==> src/rtl/synth_pkg.sv <==
// Shared synth types: ADSR state encoding and the common audio sample width.
package synth_pkg;

  localparam int SAMPLE_W = 16;

  typedef enum logic [2:0] {
    IDLE,
    ATTACK,
    DECAY,
    SUSTAIN,
    RELEASE
  } adsr_state_t;

endpackage

==> src/rtl/adsr_envelope_sample_scaler.sv <==
// sample_scaler: captures sample/envelope on tick, registers the signed x unsigned
// product, and presents product >>> ENV_WIDTH with a one-cycle valid strobe.
module sample_scaler
  import synth_pkg::*;
#(
  parameter int SAMPLE_WIDTH = SAMPLE_W,
  parameter int ENV_WIDTH    = 16
) (
  input  logic                           clk_in,
  input  logic                           rst_in,
  input  logic                           tick_in,
  input  logic signed [SAMPLE_WIDTH-1:0] sample_in,
  input  logic        [ENV_WIDTH-1:0]    env_in,
  output logic signed [SAMPLE_WIDTH-1:0] sample_out,
  output logic                           valid_out
);

  localparam int PROD_W = SAMPLE_WIDTH + ENV_WIDTH;

  logic signed [SAMPLE_WIDTH-1:0] sample_cap_q, sample_cap_d;
  logic        [ENV_WIDTH-1:0]    env_cap_q, env_cap_d;
  logic                           cap_vld_q, cap_vld_d;
  logic signed [PROD_W-1:0]       prod_q, prod_d;
  logic                           prod_vld_q, prod_vld_d;
  logic signed [PROD_W:0]         mult;

  always_comb begin
    sample_cap_d = sample_cap_q;
    env_cap_d    = env_cap_q;
    cap_vld_d    = tick_in;
    prod_d       = prod_q;
    prod_vld_d   = cap_vld_q;
    // Envelope zero-extended so the multiply stays signed; magnitude fits PROD_W bits.
    mult = sample_cap_q * $signed({1'b0, env_cap_q});
    if (tick_in) begin
      sample_cap_d = sample_in;
      env_cap_d    = env_in;
    end
    if (cap_vld_q) begin
      prod_d = PROD_W'(mult);
    end
  end

  always_ff @(posedge clk_in) begin
    if (!rst_in) begin
      sample_cap_q <= '0;
      env_cap_q    <= '0;
      cap_vld_q    <= 1'b0;
      prod_q       <= '0;
      prod_vld_q   <= 1'b0;
    end else begin
      sample_cap_q <= sample_cap_d;
      env_cap_q    <= env_cap_d;
      cap_vld_q    <= cap_vld_d;
      prod_q       <= prod_d;
      prod_vld_q   <= prod_vld_d;
    end
  end

  assign sample_out = SAMPLE_WIDTH'(prod_q >>> ENV_WIDTH);
  assign valid_out  = prod_vld_q;

endmodule

==> src/rtl/adsr_envelope.sv <==
// Per-voice ADSR envelope with saturating arithmetic, stepped on sample_tick.
// Define ADSR_EXP_RELEASE_EN for exponential release (env -= max(env>>RELEASE_SHIFT,1)).
module adsr_envelope
  import synth_pkg::*;
#(
  parameter int                   SAMPLE_WIDTH  = SAMPLE_W,
  parameter int                   ENV_WIDTH     = 16,
  parameter logic [ENV_WIDTH-1:0] ATTACK_STEP   = 16'd64,
  parameter logic [ENV_WIDTH-1:0] DECAY_STEP    = 16'd16,
  parameter logic [ENV_WIDTH-1:0] SUSTAIN_LEVEL = 16'h8000,
  parameter logic [ENV_WIDTH-1:0] RELEASE_STEP  = 16'd8,
  parameter int                   RELEASE_SHIFT = 8
) (
  input  logic                           clk_in,
  input  logic                           rst_in,
  input  logic                           sample_tick,
  input  logic                           gate_in,
  input  logic                           trigger_in,
  input  logic signed [SAMPLE_WIDTH-1:0] sample_in,
  output logic signed [SAMPLE_WIDTH-1:0] sample_out,
  output logic                           sample_valid_out,
  output logic                           active_out,
  output logic        [ENV_WIDTH-1:0]    env_out
);

  localparam logic [ENV_WIDTH-1:0] ENV_MAX = '1;

  if (RELEASE_SHIFT >= ENV_WIDTH || RELEASE_STEP == '0) begin : g_bad_cfg
    $error("adsr_envelope: RELEASE_SHIFT must be < ENV_WIDTH and RELEASE_STEP nonzero");
  end

  adsr_state_t          state_q, state_d;
  logic [ENV_WIDTH-1:0] env_q, env_d;
  logic                 pending_q, pending_d;

  logic [ENV_WIDTH:0]   attack_sum;
  logic [ENV_WIDTH:0]   decay_diff;
  logic [ENV_WIDTH-1:0] rel_step;
  logic                 go_attack;

  always_comb begin
    attack_sum = {1'b0, env_q} + {1'b0, ATTACK_STEP};
    decay_diff = {1'b0, env_q} - {1'b0, DECAY_STEP};
`ifdef ADSR_EXP_RELEASE_EN
    rel_step = env_q >> RELEASE_SHIFT;
    if (rel_step == '0) begin
      rel_step = ENV_WIDTH'(1);
    end
`else
    rel_step = RELEASE_STEP;
`endif
  end

  // A trigger in the tick cycle itself counts as pending.
  assign go_attack = (pending_q || trigger_in) && gate_in;

  always_comb begin
    state_d   = state_q;
    env_d     = env_q;
    pending_d = pending_q || trigger_in;

    if (sample_tick) begin
      pending_d = 1'b0;
      // Retrigger enters ATTACK and applies the attack step to the current level.
      if (go_attack || (state_q == ATTACK && gate_in)) begin
        if (attack_sum >= {1'b0, ENV_MAX}) begin
          env_d   = ENV_MAX;
          state_d = DECAY;
        end else begin
          env_d   = attack_sum[ENV_WIDTH-1:0];
          state_d = ATTACK;
        end
      end else begin
        unique case (state_q)
          IDLE: ;
          ATTACK: state_d = RELEASE;
          DECAY: begin
            if (!gate_in) begin
              state_d = RELEASE;
            end else if (decay_diff[ENV_WIDTH] ||
                         decay_diff[ENV_WIDTH-1:0] <= SUSTAIN_LEVEL) begin
              env_d   = SUSTAIN_LEVEL;
              state_d = SUSTAIN;
            end else begin
              env_d = decay_diff[ENV_WIDTH-1:0];
            end
          end
          SUSTAIN: begin
            if (!gate_in) state_d = RELEASE;
          end
          RELEASE: begin
            if (env_q <= rel_step) begin
              env_d   = '0;
              state_d = IDLE;
            end else begin
              env_d = env_q - rel_step;
            end
          end
          default: begin
            env_d   = '0;
            state_d = IDLE;
          end
        endcase
      end
    end
  end

  always_ff @(posedge clk_in) begin
    if (!rst_in) begin
      state_q   <= IDLE;
      env_q     <= '0;
      pending_q <= 1'b0;
    end else begin
      state_q   <= state_d;
      env_q     <= env_d;
      pending_q <= pending_d;
    end
  end

  sample_scaler #(
    .SAMPLE_WIDTH(SAMPLE_WIDTH),
    .ENV_WIDTH   (ENV_WIDTH)
  ) u_scaler (
    .clk_in    (clk_in),
    .rst_in    (rst_in),
    .tick_in   (sample_tick),
    .sample_in (sample_in),
    .env_in    (env_q),
    .sample_out(sample_out),
    .valid_out (sample_valid_out)
  );

  assign active_out = (state_q != IDLE);
  assign env_out    = env_q;

endmodule
==> config.mk <==
export PLATFORM = sky130hd
export DESIGN_NAME = adsr_envelope
export DESIGN_NICKNAME = d
export VERILOG_FILES = /design/src/rtl/synth_pkg.sv /design/src/rtl/adsr_envelope_sample_scaler.sv /design/src/rtl/adsr_envelope.sv
export SDC_FILE = /design/constraint.sdc
export NUM_CORES = 1
export LEC_CHECK = 0
export CAP_MARGIN = 10
export CORE_MARGIN = 2
export CORE_UTILIZATION = 64
export DETAILED_ROUTE_END_ITERATION = 6
export GPL_TIMING_DRIVEN = 0
export PLACE_DENSITY_LB_ADDON = 0.12
export SKIP_CTS_REPAIR_TIMING = 1
export SYNTH_ARGS = -nofsm -noshare
export SYNTH_HDL_FRONTEND = slang
export SYNTH_SLANG_ARGS = --single-unit
==> constraint.sdc <==
create_clock -name clk_in -period 8.51 [get_ports clk_in]
set_input_delay 1.2765 -clock clk_in [delete_from_list [all_inputs] [get_ports clk_in]]
set_output_delay 1.2765 -clock clk_in [all_outputs]
set_load 0.03 [all_outputs]
# Yosys cells after proc, flatten, opt, wreduce, memory -nomap -nowiden
# Index checks and enable logic that the tools add are counted.
[totals]
ff_bits = 86
input_bits = 21
out_inout_bits = 34
elab_cells = 50
[op_classes]
n_mul = 1
n_bitwise = 1
n_lt_le_gt_ge = 3
eq_ne = 10
n_addsub = 3
n_reduce_logical = 11
n_mux = 13
[op_table]
columns = ["operator", "count"]
rows = [
  ["$mux 16", 5],
  ["$pmux 16 s3", 1],
  ["$mul 16x17->32", 1],
  ["$add 16x7->17 const B", 1],
  ["$ge 17x16->1 const B", 1],
  ["$sub 16x5->17 const B", 1],
  ["$le 16x16->1 const B", 1],
  ["$le 16x4->1 const B", 1],
  ["$sub 16x4->16 const B", 1],
  ["$mux 3", 5],
  ["$pmux 3 s5", 1],
  ["$ne 3x3->1 const B", 3],
  ["$eq 3x2->1 const B", 2],
  ["$reduce_and 5->1", 1],
  ["$ne 4x4->1 const B", 1],
  ["$eq 3x1->1 const B", 1],
  ["$eq 3x3->1 const B", 1],
  ["$logic_not 3->1", 1],
  ["$logic_or 1x1->1", 3],
  ["$reduce_and 3->1", 1],
  ["$reduce_bool 3->1", 1],
  ["$reduce_or 3->1", 1],
  ["$logic_and 1x1->1", 2],
  ["$mux 2", 1],
  ["4 further kinds", 4],
]

# Logic depth before layout (Yosys ltp)
[depth]
depth_word = 7
depth_mapped = 25
ltp_nobuf = 24

# By module
# Synthesis repeated with hierarchy kept, for this count alone.
[hier_totals]
cells_unflattened = 1393
hier_area_um2 = 12320.6
[modules_own_cells]
columns = ["mod", "instances", "seq_area_each_um2", "cells_each", "area_per_inst_um2"]
rows = [
  ["sample_scaler", 1, 1001.0, 1112, 10293.6],
  ["adsr_envelope", 1, 360.3, 281, 2026.9],
]

# Least setup slack after synthesis
# No wires, ideal clock.
[synth_path]
path_type = "flip-flop to flip-flop"
start = "register u_scaler.sample_cap_q[9]"
end = "register u_scaler.prod_q[31]"
path_stages_with_launch = 25
t_arrival_ps = 6185
n_path_buf = 2
setup_time_ps = 62
slack_ps = 2263
path_cell_list = "dfxtp_1 clkbuf_1 clkbuf_1 nand2_1 fa_1 inv_1 fa_1 inv_1 fa_1 inv_1 fa_1 fa_1 inv_1 fa_1 inv_1 ha_1 o21ai_0 o21ai_0 o2111ai_1 a31oi_1 nand3_1 a21boi_1 nor3_1 or4_1 nand3_1"
[synth_via]
elab_chain_cells = 1
[synth_lines]
columns = ["item", "line_no", "rtl"]
rows = [
  ["start: declaration", "adsr_envelope_sample_scaler.sv:20", "logic signed [SAMPLE_WIDTH-1:0] sample_cap_q, sample_cap_d;"],
  ["start signal: assignment", "adsr_envelope_sample_scaler.sv:52", "sample_cap_q <= sample_cap_d;"],
  ["$mul 16x17->32", "adsr_envelope_sample_scaler.sv:34", "mult = sample_cap_q * $signed({1'b0, env_cap_q});"],
  ["end signal: assignment", "adsr_envelope_sample_scaler.sv:55", "prod_q <= prod_d;"],
  ["end: declaration", "adsr_envelope_sample_scaler.sv:23", "logic signed [PROD_W-1:0] prod_q, prod_d;"],
]
# No other way between the ends.
# A chain may end at the register's enable or synchronous reset.

# Worst setup path after layout
[layout_path]
start = "register u_scaler.env_cap_q[2]"
end = "register u_scaler.prod_q[31]"
[layout_via]
elab_chain_cells = 1
[layout_lines]
columns = ["item", "line_no", "rtl"]
rows = [
  ["start: declaration", "adsr_envelope_sample_scaler.sv:21", "logic [ENV_WIDTH-1:0] env_cap_q, env_cap_d;"],
  ["start signal: assignment", "adsr_envelope_sample_scaler.sv:53", "env_cap_q <= env_cap_d;"],
  ["$mul 16x17->32", "adsr_envelope_sample_scaler.sv:34", ""],
]
# No other way between the ends.

==> summary.txt <==
status = completed
Internal Power = 0.743 mW
port bufs = 52
Routed WL per cell = 19.8 µm
Slew Viols, Final = 0
drt drc = 0
vias after detailed routing = 9556
first-pass GRT wire length = 52.9 mm
Avg Inst Size Synth = 8.85 µm²
number of max-cap violations = 0
power per standard cell area = 91.4 mW/mm²
Largest stage delay, worst path = 0.63 ns
Switch Pwr = 0.430 mW
Max transition margin = 32.0%
TritonCTS sink count = 66
grt ovf = 0
Comb pwr share = 35.7%
synthesized instance count = 1324
worst hold path type = register to register
area of the multi-input gates = 0.00923 mm²
vias per cell = 5.90
Synth top area share = 31.6%
Die Ht = 139 µm
Total Power = 1.17 mW
H-tree depth reported by CTS = 3
Post-layout nets = 1723
Worst Skew = 0.00893 ns
Leakage = 6.41 nW
Clk Latency, worst-skew pair = 0.34 ns
CTS buffer count = 9
global-route usage over all layers = 34.7%
Main synth FF type = dfxtp_1
Setup crit end kind = register
Hold Fails Final Rpt = 0
area grow syn2layout = 9.61%
GPL Wtd Cong = 0.983
CP cell instances = clkbuf_1, clkbuf_1, nand2_1, fa_1, inv_1, ha_1, inv_1, fa_1, inv_1, fa_1, fa_1, inv_1, fa_1, inv_1, ha_1, o21ai_0, o21ai_0, o2111ai_1, a31oi_1, nand3_1, a21boi_1, nor3_1, or4_1, nand3_1
Synth async-reset ratio = 0%
antenna-violating nets left = 0
Crit path required time = 8.78 ns
vias in the first global route = 10100
most frequent cells after synthesis = 230 x inv_1, 185 x fa_1, 148 x nand2_1, 130 x ha_1, 102 x and2_1
First DRT Iteration DRCs = 761
setup_tns = 0 ns
fin crit share = 94.6%
crit path time final = 8.05 ns
sw frac = 36.7%
Clock Power Share = 33.9%
post-synth top area cell = fa_1
Ant. Diodes = 0
Synthesized Nets = 1660
register area = 0.00132 mm²
Fmax achieved = 0.124 GHz
TritonRoute pass-1 iters = 6
worst path arrival time = 8.32 ns
die area = 0.0194 mm²
register area share after synthesis = 11.3%
clock-pin slew on the worst setup and hold paths = 0.05 ns
Post-synth EDFFs = 0
Reg power frac = 30.4%
worst-margin pin slew = 1.01 ns
final setup vio count = 0
std cell rows = 49
routed wire length = 32.0 mm
clk root buf = clkbuf_16
Worst Path Max Fanout = 10
CTS tree = done
Die X = 139 µm
clk buf depth = 2
synth warn = 0
critical path's slowest cell = a31oi_1
layout cells sized above 1 = 2.73%
library cells used by synthesis = 68
Syn Std Cell Area = 0.0117 mm²
top post-synthesis cells by area = fa_1 32%, ha_1 14%, dfxtp_1 11%, inv_1 7.4%, and2_1 5.4%
Initial Util = 65.2%
fillers = 1497
largest net degree at the start of global routing = 13
initial antenna violation count = 1
I/O pins = 55
DP HPWL = 25.6 mm
Peak VDD IR = 0.000127 V
WS Path Type = register to register
Startpoint Class = register
RSZ-0062 raised after global routing = no
#FFs+latches synth = 66
most common cell in the netlist = inv_1
Core Area = 0.0180 mm²
==> critical path: cells and delay by family, from the launching register on <==
family / cells / cell delay, ns
flip-flops: 1 / 0.48
buffers and inverters: 7 / 1.33
adder cells (fa/ha/maj): 7 / 3.32
AND/OR/NAND/NOR: 5 / 1.33
AO/OA/AOI/OAI: 5 / 1.51
==> logic make-up (layout without fill, tap and decap cells) <==
group / after synthesis / count (layout) / synth area share [%]
simple gates: 419 / 419 / 18.6
mux: 38 / 38 / 3.25
flops: 66 / 66 / 11.3
compound gates: 154 / 154 / 9.23
fa+ha+maj: 315 / 315 / 45.5
xor+xnor: 30 / 30 / 2.24
buf+inv: 302 / 370 / 9.93
==> layer usage <==
| layer | up-vias | part of all wire, % | track usage, % |
|---|---|---|---|
| li1 | 4337 | - | - |
| met1 | 4665 | 40 | 45.7 |
| met2 | 450 | 46 | 55.8 |
| met3 | 102 | 8.8 | 7.98 |
| met4 | 2 | 4.5 | 14.2 |
| met5 | - | 0.034 | 0 |
==> per-stage QoR <==
step	cell area, µm²	setup WS (ns)	std cells	utilization (%)	hold slack, ns
floorplan	11700	2.26	1324	-	0.502
finish	12800	0.461	1621	71.5	0.476
detailed placement	12500	0.600	1605	69.7	0.457
CTS	12800	0.574	1621	71.5	0.476
global placement	12500	0.728	1605	69.7	0.445
global route	12800	0.0693	1621	71.5	0.505
==> sequential cells by signal, indices dropped and copies added, names as in the netlist <==
name / count
pending_q: 1
u_scaler.env_cap_q: 14
u_scaler.sample_cap_q: 16
env_out: 14
u_scaler.cap_vld_q: 1
u_scaler.valid_out: 1
state_q: 3
u_scaler.prod_q: 16
==> area by class of cell <==
class / instances / area share [%]
flip-flops and latches: 66 / 10.3
repair buffers: 52 / 4.05
clock inverters: 7 / 0.731
clock buffers: 9 / 1.75
plain buffers: 72 / 2.34
well taps: 229 / 2.23
multi-input cells: 956 / 71.9
inverters: 230 / 6.72
==> layout by cell type, fill, tap and decap left out, drive strengths merged, types with 3 or more instances in the layout <==
cell | netlist | final
a41oi | 3 | 3
nand3b | 4 | 4
fa | 185 | 185
ha | 130 | 130
and2 | 102 | 102
a31oi | 12 | 12
nor2 | 45 | 45
or3 | 4 | 4
or4 | 6 | 6
nand2 | 149 | 149
o2111ai | 4 | 4
nor3 | 12 | 12
clkbuf | 62 | 71
nor3b | 4 | 4
a21boi | 5 | 5
o21a | 6 | 6
a21o | 16 | 16
xor2 | 12 | 12
o21ai | 25 | 25
nand2b | 6 | 6
or2 | 3 | 3
dfxtp | 66 | 66
inv | 230 | 230
a21oi | 37 | 37
o221ai | 10 | 10
o211ai | 3 | 3
nand3 | 22 | 22
nand4 | 6 | 6
xnor2 | 18 | 18
clkinv | 0 | 3
buf | 10 | 10
and3 | 6 | 6
a32oi | 3 | 3
mux2i | 38 | 38
o211a | 5 | 5
nor2b | 42 | 42
nor4 | 4 | 4
clkdlybuf4s50 | 0 | 52
==> worst paths after layout <==
check,slack (ns),cells past startpoint,endpoint,start
min,0.48,2,u_scaler.prod_q[17]$_SDFFE_PN0P_,u_scaler.prod_q[17]$_SDFFE_PN0P_
min reg2reg,0.48,2,u_scaler.prod_q[17]$_SDFFE_PN0P_,u_scaler.prod_q[17]$_SDFFE_PN0P_
max reg2reg,0.46,24,u_scaler.prod_q[31]$_SDFFE_PN0P_,u_scaler.env_cap_q[2]$_SDFFE_PN0P_
max,0.46,24,u_scaler.prod_q[31]$_SDFFE_PN0P_,u_scaler.env_cap_q[2]$_SDFFE_PN0P_
==> power by group through the flow <==
stage          sequential, mW  combinational (mW)  clock, mW
6_report                0.357               0.419      0.398
5_1_grt                 0.358               0.455      0.416
2_1_floorplan           0.367               0.272          0
4_1_cts                 0.355               0.412      0.401
3_5_place_dp            0.361               0.408          0
3_3_place_gp            0.361               0.403          0
(Power assumes the default switching activity.)
